--- src/rtl/ddr3_rd_gather_if.sv ---
// rtl/ddr3_rd_gather_if.sv - read-data gather stream bundle: deserializer nibbles in, gathered bursts out
interface ddr3_rd_gather_if #(
  parameter int DQ_WIDTH = 8
);
  logic [4*DQ_WIDTH-1:0] din;
  logic                  rd_start;
  logic [8*DQ_WIDTH-1:0] dout;
  logic                  dout_valid;

  modport master (
    output din,
    output rd_start,
    input  dout,
    input  dout_valid
  );

  modport slave (
    input  din,
    input  rd_start,
    output dout,
    output dout_valid
  );
endinterface

--- src/rtl/ddr3_rd_gather.sv ---
// rtl/ddr3_rd_gather.sv - DDR3 read-side bit-slip alignment, read-latency delay and BL8 gather
module ddr3_rd_gather #(
  parameter int DQ_WIDTH  = 8,
  parameter int LAT_WIDTH = 5
) (
  input  logic                 clk,
  input  logic                 rst_n,
  input  logic [1:0]           bit_sel,
  input  logic [LAT_WIDTH-1:0] rd_lat,
  output logic                 busy,
  output logic                 overrun,
  ddr3_rd_gather_if.slave      bus
);

  localparam int DEPTH = 1 << LAT_WIDTH;

  typedef enum logic [1:0] {IDLE, HALF, DONE} state_t;

  state_t                state;
  state_t                state_nx;
  logic [4*DQ_WIDTH-1:0] din_d;
  logic [4*DQ_WIDTH-1:0] al;
  logic [4*DQ_WIDTH-1:0] al_nx;
  logic [4*DQ_WIDTH-1:0] lo_hold;
  logic [8*DQ_WIDTH-1:0] dout_q;
  logic [8*DQ_WIDTH-1:0] dout_nx;
  logic [DEPTH-1:0]      dline;
  logic [LAT_WIDTH-1:0]  hit_idx;
  logic                  hit;
  logic                  ld_lo;
  logic                  ld_out;
  logic                  set_ovr;
  logic                  overrun_q;

  function automatic logic [3:0] slip(input logic [7:0] w, input logic [1:0] s);
    logic [7:0] t;
    t = w >> s;
    return t[3:0];
  endfunction

  // Older nibble sits in the low half so bit_sel=0 passes the previous cycle unchanged
  always_comb begin
    al_nx   = '0;
    dout_nx = '0;
    for (int l = 0; l < DQ_WIDTH; l++) begin
      al_nx[4*l +: 4]   = slip({bus.din[4*l +: 4], din_d[4*l +: 4]}, bit_sel);
      dout_nx[8*l +: 8] = {al[4*l +: 4], lo_hold[4*l +: 4]};
    end
  end

  // rd_lat of 0 folds onto 1 since the delay line itself costs one stage
  assign hit_idx = (rd_lat == '0) ? '0 : rd_lat - 1'b1;
  assign hit     = dline[hit_idx];

  always_ff @(posedge clk or negedge rst_n) begin
    if (!rst_n) begin
      state <= IDLE;
    end else begin
      state <= state_nx;
    end
  end

  always_comb begin
    state_nx = state;
    ld_lo    = 1'b0;
    ld_out   = 1'b0;
    set_ovr  = 1'b0;
    case (state)
      IDLE: begin
        if (hit) begin
          ld_lo    = 1'b1;
          state_nx = HALF;
        end
      end
      HALF: begin
        ld_out   = 1'b1;
        set_ovr  = hit;
        state_nx = DONE;
      end
      DONE: begin
        if (hit) begin
          ld_lo    = 1'b1;
          state_nx = HALF;
        end else begin
          state_nx = IDLE;
        end
      end
      default: state_nx = IDLE;
    endcase
  end

  always_ff @(posedge clk or negedge rst_n) begin
    if (!rst_n) begin
      din_d     <= '0;
      al        <= '0;
      dline     <= '0;
      lo_hold   <= '0;
      dout_q    <= '0;
      overrun_q <= 1'b0;
    end else begin
      din_d <= bus.din;
      al    <= al_nx;
      dline <= {dline[DEPTH-2:0], bus.rd_start};
      if (ld_lo) begin
        lo_hold <= al;
      end
      // dout is loaded with the high beats so it is complete while DONE strobes
      if (ld_out) begin
        dout_q <= dout_nx;
      end
      if (set_ovr) begin
        overrun_q <= 1'b1;
      end
    end
  end

  assign bus.dout       = dout_q;
  assign bus.dout_valid = (state == DONE);
  assign busy           = (|dline) | (state != IDLE);
  assign overrun        = overrun_q;

endmodule

--- src/flat_wrapper.sv ---
// flat-port wrapper written by rule: the top's interface ports become plain ports
module ddr3_rd_gather_flat 
#(
  parameter int DQ_WIDTH  = 8,
  parameter int LAT_WIDTH = 5
)
  (clk, rst_n, bit_sel, rd_lat, busy, overrun, bus_din, bus_rd_start, bus_dout, bus_dout_valid);
  ddr3_rd_gather_if #(.DQ_WIDTH(DQ_WIDTH)) bus_i ();
  input  logic clk;
  input  logic rst_n;
  input  logic [1:0] bit_sel;
  input  logic [LAT_WIDTH-1:0] rd_lat;
  output logic busy;
  output logic overrun;
  input wire logic [$bits(bus_i.din)-1:0] bus_din;
  input wire logic [$bits(bus_i.rd_start)-1:0] bus_rd_start;
  output wire logic [$bits(bus_i.dout)-1:0] bus_dout;
  output wire logic [$bits(bus_i.dout_valid)-1:0] bus_dout_valid;
  assign bus_i.din = bus_din;
  assign bus_i.rd_start = bus_rd_start;
  assign bus_dout = bus_i.dout;
  assign bus_dout_valid = bus_i.dout_valid;
  ddr3_rd_gather #(.DQ_WIDTH(DQ_WIDTH), .LAT_WIDTH(LAT_WIDTH)) u_core (.clk(clk), .rst_n(rst_n), .bit_sel(bit_sel), .rd_lat(rd_lat), .busy(busy), .overrun(overrun), .bus(bus_i));
endmodule
--- config.mk ---
export PLATFORM = sky130hd
export DESIGN_NAME = ddr3_rd_gather_flat
export DESIGN_NICKNAME = d
export VERILOG_FILES = /design/src/rtl/ddr3_rd_gather_if.sv /design/src/rtl/ddr3_rd_gather.sv /design/src/flat_wrapper.sv
export SDC_FILE = /design/constraint.sdc
export NUM_CORES = 1
export LEC_CHECK = 0
export BUFFER_PORTS_ARGS = -buffer_cell sky130_fd_sc_hd__buf_2
export CAP_MARGIN = 20
export CORE_UTILIZATION = 30
export CTS_BUF_LIST = sky130_fd_sc_hd__clkbuf_8
export DETAILED_ROUTE_END_ITERATION = 8
export PLACE_DENSITY_LB_ADDON = 0.1
export SLEW_MARGIN = 20
export SYNTH_ARGS = -nofsm -noshare
export SYNTH_HDL_FRONTEND = slang
export SYNTH_SLANG_ARGS = --single-unit
export TNS_END_PERCENT = 50
--- constraint.sdc ---
create_clock -name clk -period 2.1 [get_ports clk]
set_input_delay 0.42 -clock clk [delete_from_list [all_inputs] [get_ports clk]]
set_output_delay 0.42 -clock clk [all_outputs]
set_load 0.01 [all_outputs]
==> qor.txt, run 1 <==
status: finished with violations
failing checks: negative setup slack
CTS max path bufs: 2
Post-Syn Area: 0.00770 mm²
clock transition at the registers of the reported paths: 0.10 ns
Buffers & Inverters on Critical Path: 4
clock sink total: 195
vias per cell: 4.51
Antenna diodes: 0
Peak VDD IR: 0.000381 V
total grt overflow: 0
fin crit period: 2.18 ns
post-synthesis mux area share: 0.163
Clock Skew: 0.0168 ns
DP HPWL: 11,400 µm
RSZ-0062 raised after global routing: true
setup violators final: 33
Syn. warnings: 0
pwr dens: 1170 mW/mm²
Seq/Total Area, Yosys: 0.634
number of max-cap violations: 0
Hold Startpoint: bus_din[11]
gr usage total: 0.134
H-tree levels: 4
Final Max Tran Viols: 0
Initial Utilization: 0.306
Final Core Density: 0.375
TritonCTS clock tree: done
vias in the first global route: 5,104
ratio of cells with drive above 1 in the final layout: 0.373
Leakage: 0.00446 µW
CP Capture Type: flop
First DRT Iteration DRCs: 222
Clock Latency Late Sink: 0.45 ns
Port Buf Inserts: 108
Clock Tree Root: clkbuf_8
Worst Setup SP: rd_lat[1]
largest family of logic cells by synthesized area: multiplexers
post-route clock period utilization: 1.04
Main synth FF type: dfrtp_1
cells along the critical path: buf_2 -> inv_2 -> ha_4 -> nor2b_4 -> a2111oi_0 -> or3b_1 -> o211ai_2 -> nand2_2 -> a21oi_4 -> buf_12 -> buf_12 -> mux2_2
Slew HR: 0.731
adder-cell area share of the yosys netlist: 0.00162
# rows: 58
most area-consuming cells after synthesis: dfrtp_1 (63%), nand2_1 (9.6%), mux4_2 (9.4%), mux2_4 (5.7%), mux2_2 (0.88%)
Avg Cell Area, Syn: 13.2 µm²
DR pass1 iterations: 4
number of flops mapped to enable cells by yosys: 0
CP Data Arrival Time: 2.52 ns
routed vias: 4,780
Cells after Synth: 582
Yosys top cell by area: dfrtp_1
Max stage delay on crit path: 0.40 ns
crit-path most repeated cell: buf_12
Startpoint Class: input pin
Placer Congestion: 0.825
Yosys cell types: 54
core region area: 0.0252 mm²
post-synthesis simple-gate area fraction: 0.136
DRC violations left: 0
Die Width: 162 µm
Worst path slowest cell: or3b_1
Compound-Gate Fraction of Synth Area: 0.0361
final non-filler cell total: 1,060
FF-to-FF Start: u_core.dline[26]$_DFF_PN0_
antenna-violating nets left: 0
CP Class: input pin to flop
XOR/XNOR Fraction of Synth Area: 0.00114
die height: 162 µm
CTS Buf Count: 17
routed len/inst: 15.8 µm
#FFs+latches synth: 195
largest net degree at the start of global routing: 66
final WL: 16,700 µm
asr flop ratio synth: 1.00
IO Pins: 109
P&R area growth vs syn: 22.4%
Final Hold Fails: 0
worst slew pin tran: 0.404 ns
critical path peak fanout: 8
Post-Syn Nets: 625
Final nets: 760
Critical Path RT: 2.43 ns
total die area: 0.0263 mm²
worst hold path class: input pin to flop
Yosys top cell area share: 0.634
fmax: 458 MHz
fin worst setup slack: -0.0834 ns
first-pass GRT wire length: 27,200 µm
Top delay family on crit path: simple AND/OR/NAND/NOR gates
initial antenna violation count: 0
Placed Cells: 1,021
path summary, 6_finish.rpt:
check	endpoint	slack, ns	depth (start not counted)
setup / recovery	u_core.lo_hold[0]$_DFFE_PN0P_	-0.08	12
hold / removal	u_core.din_d[11]$_DFF_PN0_	0.06	1
setup reg to reg	u_core.lo_hold[5]$_DFFE_PN0P_	-0.08	8
hold reg to reg	u_core.dline[18]$_DFF_PN0_	0.41	0
max in group asynchronous	u_core.al[26]$_DFF_PN0_	1.00	3
min in group asynchronous	u_core.dline[22]$_DFF_PN0_	0.46	2
metal layers:
layer  vias up  part of all wire  global-route usage
met5         -                 0                   0
met4         0            0.0052              0.0347
met3         6             0.032              0.0327
met2        83              0.50               0.222
met1      2454              0.47               0.177
li1       2237                 -                   -
sequential cells by signal, indices dropped and copies added (netlist names):
signal	count
u_core.state	2
u_core.al	32
u_core.lo_hold	32
u_core.bus.dout	64
u_core.din_d	32
u_core.overrun	1
u_core.dline	32
cell type report:
type	count	area, µm²
Clock buffer	19	262
Tap cell	330	413
Inverter	4	27.5
Timing Repair Buffer	148	1040
Sequential cell	195	4880
Clock inverter	13	145
Multi-Input combinational cell	351	2670
Fill cell	2454	15800
through the flow:
stage          total power [µW]  setup WS [ns]  hold slack, ns  setup TNS, ns  cell area [µm²]
2_1_floorplan              7260         -0.533           0.124         -17.02             7740
3_3_place_gp               8490         -0.675           0.383         -19.97             8820
3_5_place_dp               8540         -0.691           0.386         -20.21             8820
4_1_cts                   11200         -0.119          0.0255          -3.02             9380
5_1_grt                   11800         -0.218         0.00414          -4.42             9430
6_report                  11000        -0.0834          0.0646          -2.09             9430
kinds of logic after synthesis:
| group | count (synthesis) |
|---|---|
| XOR/XNOR | 1 |
| adder cells (fa/ha/maj) | 1 |
| multiplexers | 70 |
| flip-flops | 195 |
| AND/OR/NAND/NOR | 245 |
| AO/OA/AOI/OAI | 34 |
| buffers and inverters | 36 |
cell usage in the layout, fill, tap and decap left out, types with 3 or more instances in the layout:
cell type,n
clkbuf_8,20
nor2_1,13
mux2_4,29
o21ai_0,8
nor4_1,4
mux4_2,32
nand2_1,196
nor2b_1,3
nor3_1,4
inv_6,5
buf_2,106
dfrtp_1,193
buf_4,23
a21oi_1,7
mux2i_1,3
buf_12,10
buf_6,5
mux2_2,6
nor4_4,3
and2_1,3
synthesized netlist by cell type (4+ instances only):
| library cell | n |
|---|---|
| dfrtp_1 | 195 |
| nor4_1 | 8 |
| nand2_1 | 196 |
| nor2_1 | 13 |
| mux2_2 | 6 |
| a21oi_1 | 7 |
| buf_1 | 7 |
| buf_6 | 4 |
| clkbuf_1 | 15 |
| o21ai_0 | 10 |
| mux2_4 | 29 |
| mux4_2 | 32 |
| nor3_1 | 4 |
report_power, final:
group / total [µW] / internal, µW / switching (µW)
Combinational: 3180 / 1550 / 1630
Sequential: 5350 / 4770 / 574
Clock: 2480 / 1140 / 1340
Total: 11000 / 7470 / 3540
timing repair:
item / CTS / global route
buffers inserted: 4 / 0
endpoints found under the setup margin: 33 / 33
hold buffers: 1 / 0
hold endpoints to repair: 40 / 0
gates cloned: 1 / 1
resized for setup: 17 / 8
pin swaps: 6 / 9
Note: power is estimated with default switching activity, not from simulation.
==> run 2, diff against run 1 <==
--- a/config.mk
+++ b/config.mk
@@ -8,7 +8,6 @@
 export BUFFER_PORTS_ARGS = -buffer_cell sky130_fd_sc_hd__buf_2
 export CAP_MARGIN = 20
 export CORE_UTILIZATION = 30
-export CTS_BUF_LIST = sky130_fd_sc_hd__clkbuf_8
 export DETAILED_ROUTE_END_ITERATION = 8
 export PLACE_DENSITY_LB_ADDON = 0.1
 export SLEW_MARGIN = 20
==> qor.txt, run 2 (synthesis results as in run 1) <==
Worst path slowest cell: a211oi_4
first-pass GRT wire length: 27,800 µm (+2.1%)
core region area: 0.0252 mm² (unchanged)
ratio of cells with drive above 1 in the final layout: 0.388 (+0.0157)
Critical Path RT: 2.40 ns (-0.03 ns)
Tot Pwr: 11,900 µW (+8.1%)
die height: 162 µm (unchanged)
Antenna diodes: 0 (unchanged)
status: finished with violations
Max stage delay on crit path: 0.29 ns (-0.11 ns)
P&R area growth vs syn: 26.7%
First DRT Iteration DRCs: 205 (-7.7%)
setup violators final: 33 (unchanged)
total die area: 0.0263 mm² (unchanged)
clock power share: 0.277 (+0.052)
routed len/inst: 15.9 µm (+0.96%)
Clock Latency Late Sink: 0.42 ns (-0.03 ns)
post-route clock period utilization: 1.05 (+0.0146)
gr usage total: 0.137 (+0.00267)
vias in the first global route: 5,184 (+1.6%)
Final Core Density: 0.388 (+0.0130)
critical path peak fanout: 7 (-1)
H-tree levels: 4 (unchanged)
Switch Pwr: 3670 µW (+3.8%)
fmax: 452 MHz (-1.4%)
Leakage: 0.00460 µW (+3.0%)
clock sink total: 195 (unchanged)
fin crit period: 2.21 ns (+0.0306 ns)
P_int: 8220 µW (+10%)
failing checks: negative setup slack
final WL: 16,900 µm (+1.3%)
worst slew pin tran: 0.399 ns (-0.00452 ns)
CP Data Arrival Time: 2.51 ns (about the same)
worst hold path class: input pin to flop
# rows: 58 (unchanged)
antenna-violating nets left: 0 (unchanged)
CTS Buf Count: 17 (unchanged)
fin worst setup slack: -0.114 ns (-0.0306 ns)
largest net degree at the start of global routing: 66 (unchanged)
Final nets: 764 (+0.53%)
CP Class: input pin to flop
Logic pwr share: 0.272 (-0.017)
CP Capture Type: flop
DP HPWL: 11,400 µm (unchanged)
initial antenna violation count: 0 (unchanged)
vias per cell: 4.53 (+0.44%)
RSZ-0062 raised after global routing: true
Slew HR: 0.734 (+0.00301)
Peak VDD IR: 0.000488 V (+28%)
pwr dens: 1220 mW/mm² (+4.5%)
DR pass1 iterations: 4 (unchanged)
most frequent cells in the layout: nand2_1 (196), dfrtp_1 (193), buf_2 (105)
IO Pins: 109 (unchanged)
clock transition at the registers of the reported paths: 0.07 ns (-0.03 ns)
cells along the critical path: buf_6 -> inv_4 -> ha_4 -> and2b_2 -> a21oi_4 -> and3_4 -> o32ai_4 -> a211oi_4 -> a21oi_4 -> buf_12 -> buf_12 -> mux2_4
number of max-cap violations: 0 (unchanged)
CTS max path bufs: 2 (unchanged)
sequential share of power: 0.451 (-0.035)
Final Max Tran Viols: 0 (unchanged)
max reg flops: 64 (unchanged)
final non-filler cell total: 1,064 (+0.38%)
Fin Hold WS: 0.0965 ns (+0.0319 ns)
TritonCTS clock tree: done
worst slack, placed: -0.691 ns (unchanged)
routed vias: 4,819 (+0.82%)
Clock Tree Root: clkbuf_16
fill cell count: 2,411 (-1.8%)
Final Hold Fails: 0 (unchanged)
Placer Congestion: 0.825 (unchanged)
sw frac: 0.309 (-0.0128)
Initial Utilization: 0.306 (unchanged)
Die Width: 162 µm (unchanged)
Startpoint Class: input pin
DRC violations left: 0 (unchanged)
total grt overflow: 0 (unchanged)
Clock Skew: 0.0110 ns (-0.00586 ns)
Port Buf Inserts: 108 (unchanged)
most common cell after layout, fill and taps aside: nand2_1
Placed Cells: 1,021 (unchanged)
[run 2: cell types whose count changed in the layout (fill, tap and decap cells not counted), moves of 2 or more]
cell | previous run | this run
clkbuf_8 | 20 | 3
clkbuf_16 | 1 | 17
o21ai_0 | 8 | 4
mux2_2 | 6 | 3
mux2_4 | 29 | 32
a21oi_1 | 7 | 5
a21oi_2 | 1 | 3
and3_4 | 0 | 2
buf_4 | 23 | 25
buf_6 | 5 | 7
o21ai_1 | 2 | 4
o21ai_2 | 0 | 2
[run 2: path summary, 6_finish.rpt]
| check | from | endpoint | slack [ns] | depth (start not counted) |
|---|---|---|---|---|
| hold / removal | bus_din[11] | u_core.din_d[11]$_DFF_PN0_ | 0.1 | 1 |
| hold reg to reg | u_core.dline[17]$_DFF_PN0_ | u_core.dline[18]$_DFF_PN0_ | 0.41 | 0 |
| max in group asynchronous | rst_n | u_core.din_d[17]$_DFF_PN0_ | 0.97 | 3 |
| setup / recovery | rd_lat[1] | u_core.lo_hold[5]$_DFFE_PN0P_ | -0.11 | 12 |
| setup reg to reg | u_core.dline[26]$_DFF_PN0_ | u_core.lo_hold[5]$_DFFE_PN0P_ | -0.09 | 8 |
| min in group asynchronous | rst_n | u_core.dline[22]$_DFF_PN0_ | 0.49 | 2 |
[run 2: repair_timing]
action / CTS / global route
hold buffers: 1 / 0
cloned: 2 / 0
gates resized for setup: 29 / 24
setup buffers: 8 / 0
endpoints found under the setup margin: 33 / 33
pin swaps: 11 / 11
hold endpoints to repair: 40 / 0
[run 2: power by group through the flow]
stage          Sequential, µW  Clock (µW)  Combinational (µW)
6_report                 5360        3290                3240
5_1_grt                  5490        3570                3600
4_1_cts                  5380        3410                3300
3_5_place_dp             5430           0                3110
3_3_place_gp             5400           0                3080
2_1_floorplan            5590           0                1670
[run 2: cell type report]
cell class              instances  area [µm²]  area share
clock inverters                12         141      0.0145
flip-flops and latches        195        4880       0.500
multi-input cells             351        2750       0.282
well taps                     330         413      0.0423
inverters                       4        30.0     0.00308
repair buffers                152        1090       0.111
clock buffers                  20         457      0.0468
[run 2: critical path: cells and delay by family]
kind / cells / cell delay, ns
compound gates: 4 / 0.68
simple gates: 2 / 0.49
buf+inv: 4 / 0.43
mux: 1 / 0.29
fa+ha+maj: 1 / 0.18
[run 2: metrics by stage]
stage	cell area, µm²	TNS (ns)
2_1_floorplan	7740	-17.02
5_1_grt	9760	-5.33
6_report	9760	-3.05
4_1_cts	9660	-3.21
3_5_place_dp	8820	-20.21
3_3_place_gp	8820	-19.97
[run 2: per-layer routing]
metal  vias to the layer above  global-route usage  share of wire
li1                       2249                   -              -
met1                      2464               0.179           0.46
met4                         0              0.0407          0.012
met2                        89               0.225           0.50
met3                        17              0.0337          0.035
met5                         -                   0              0
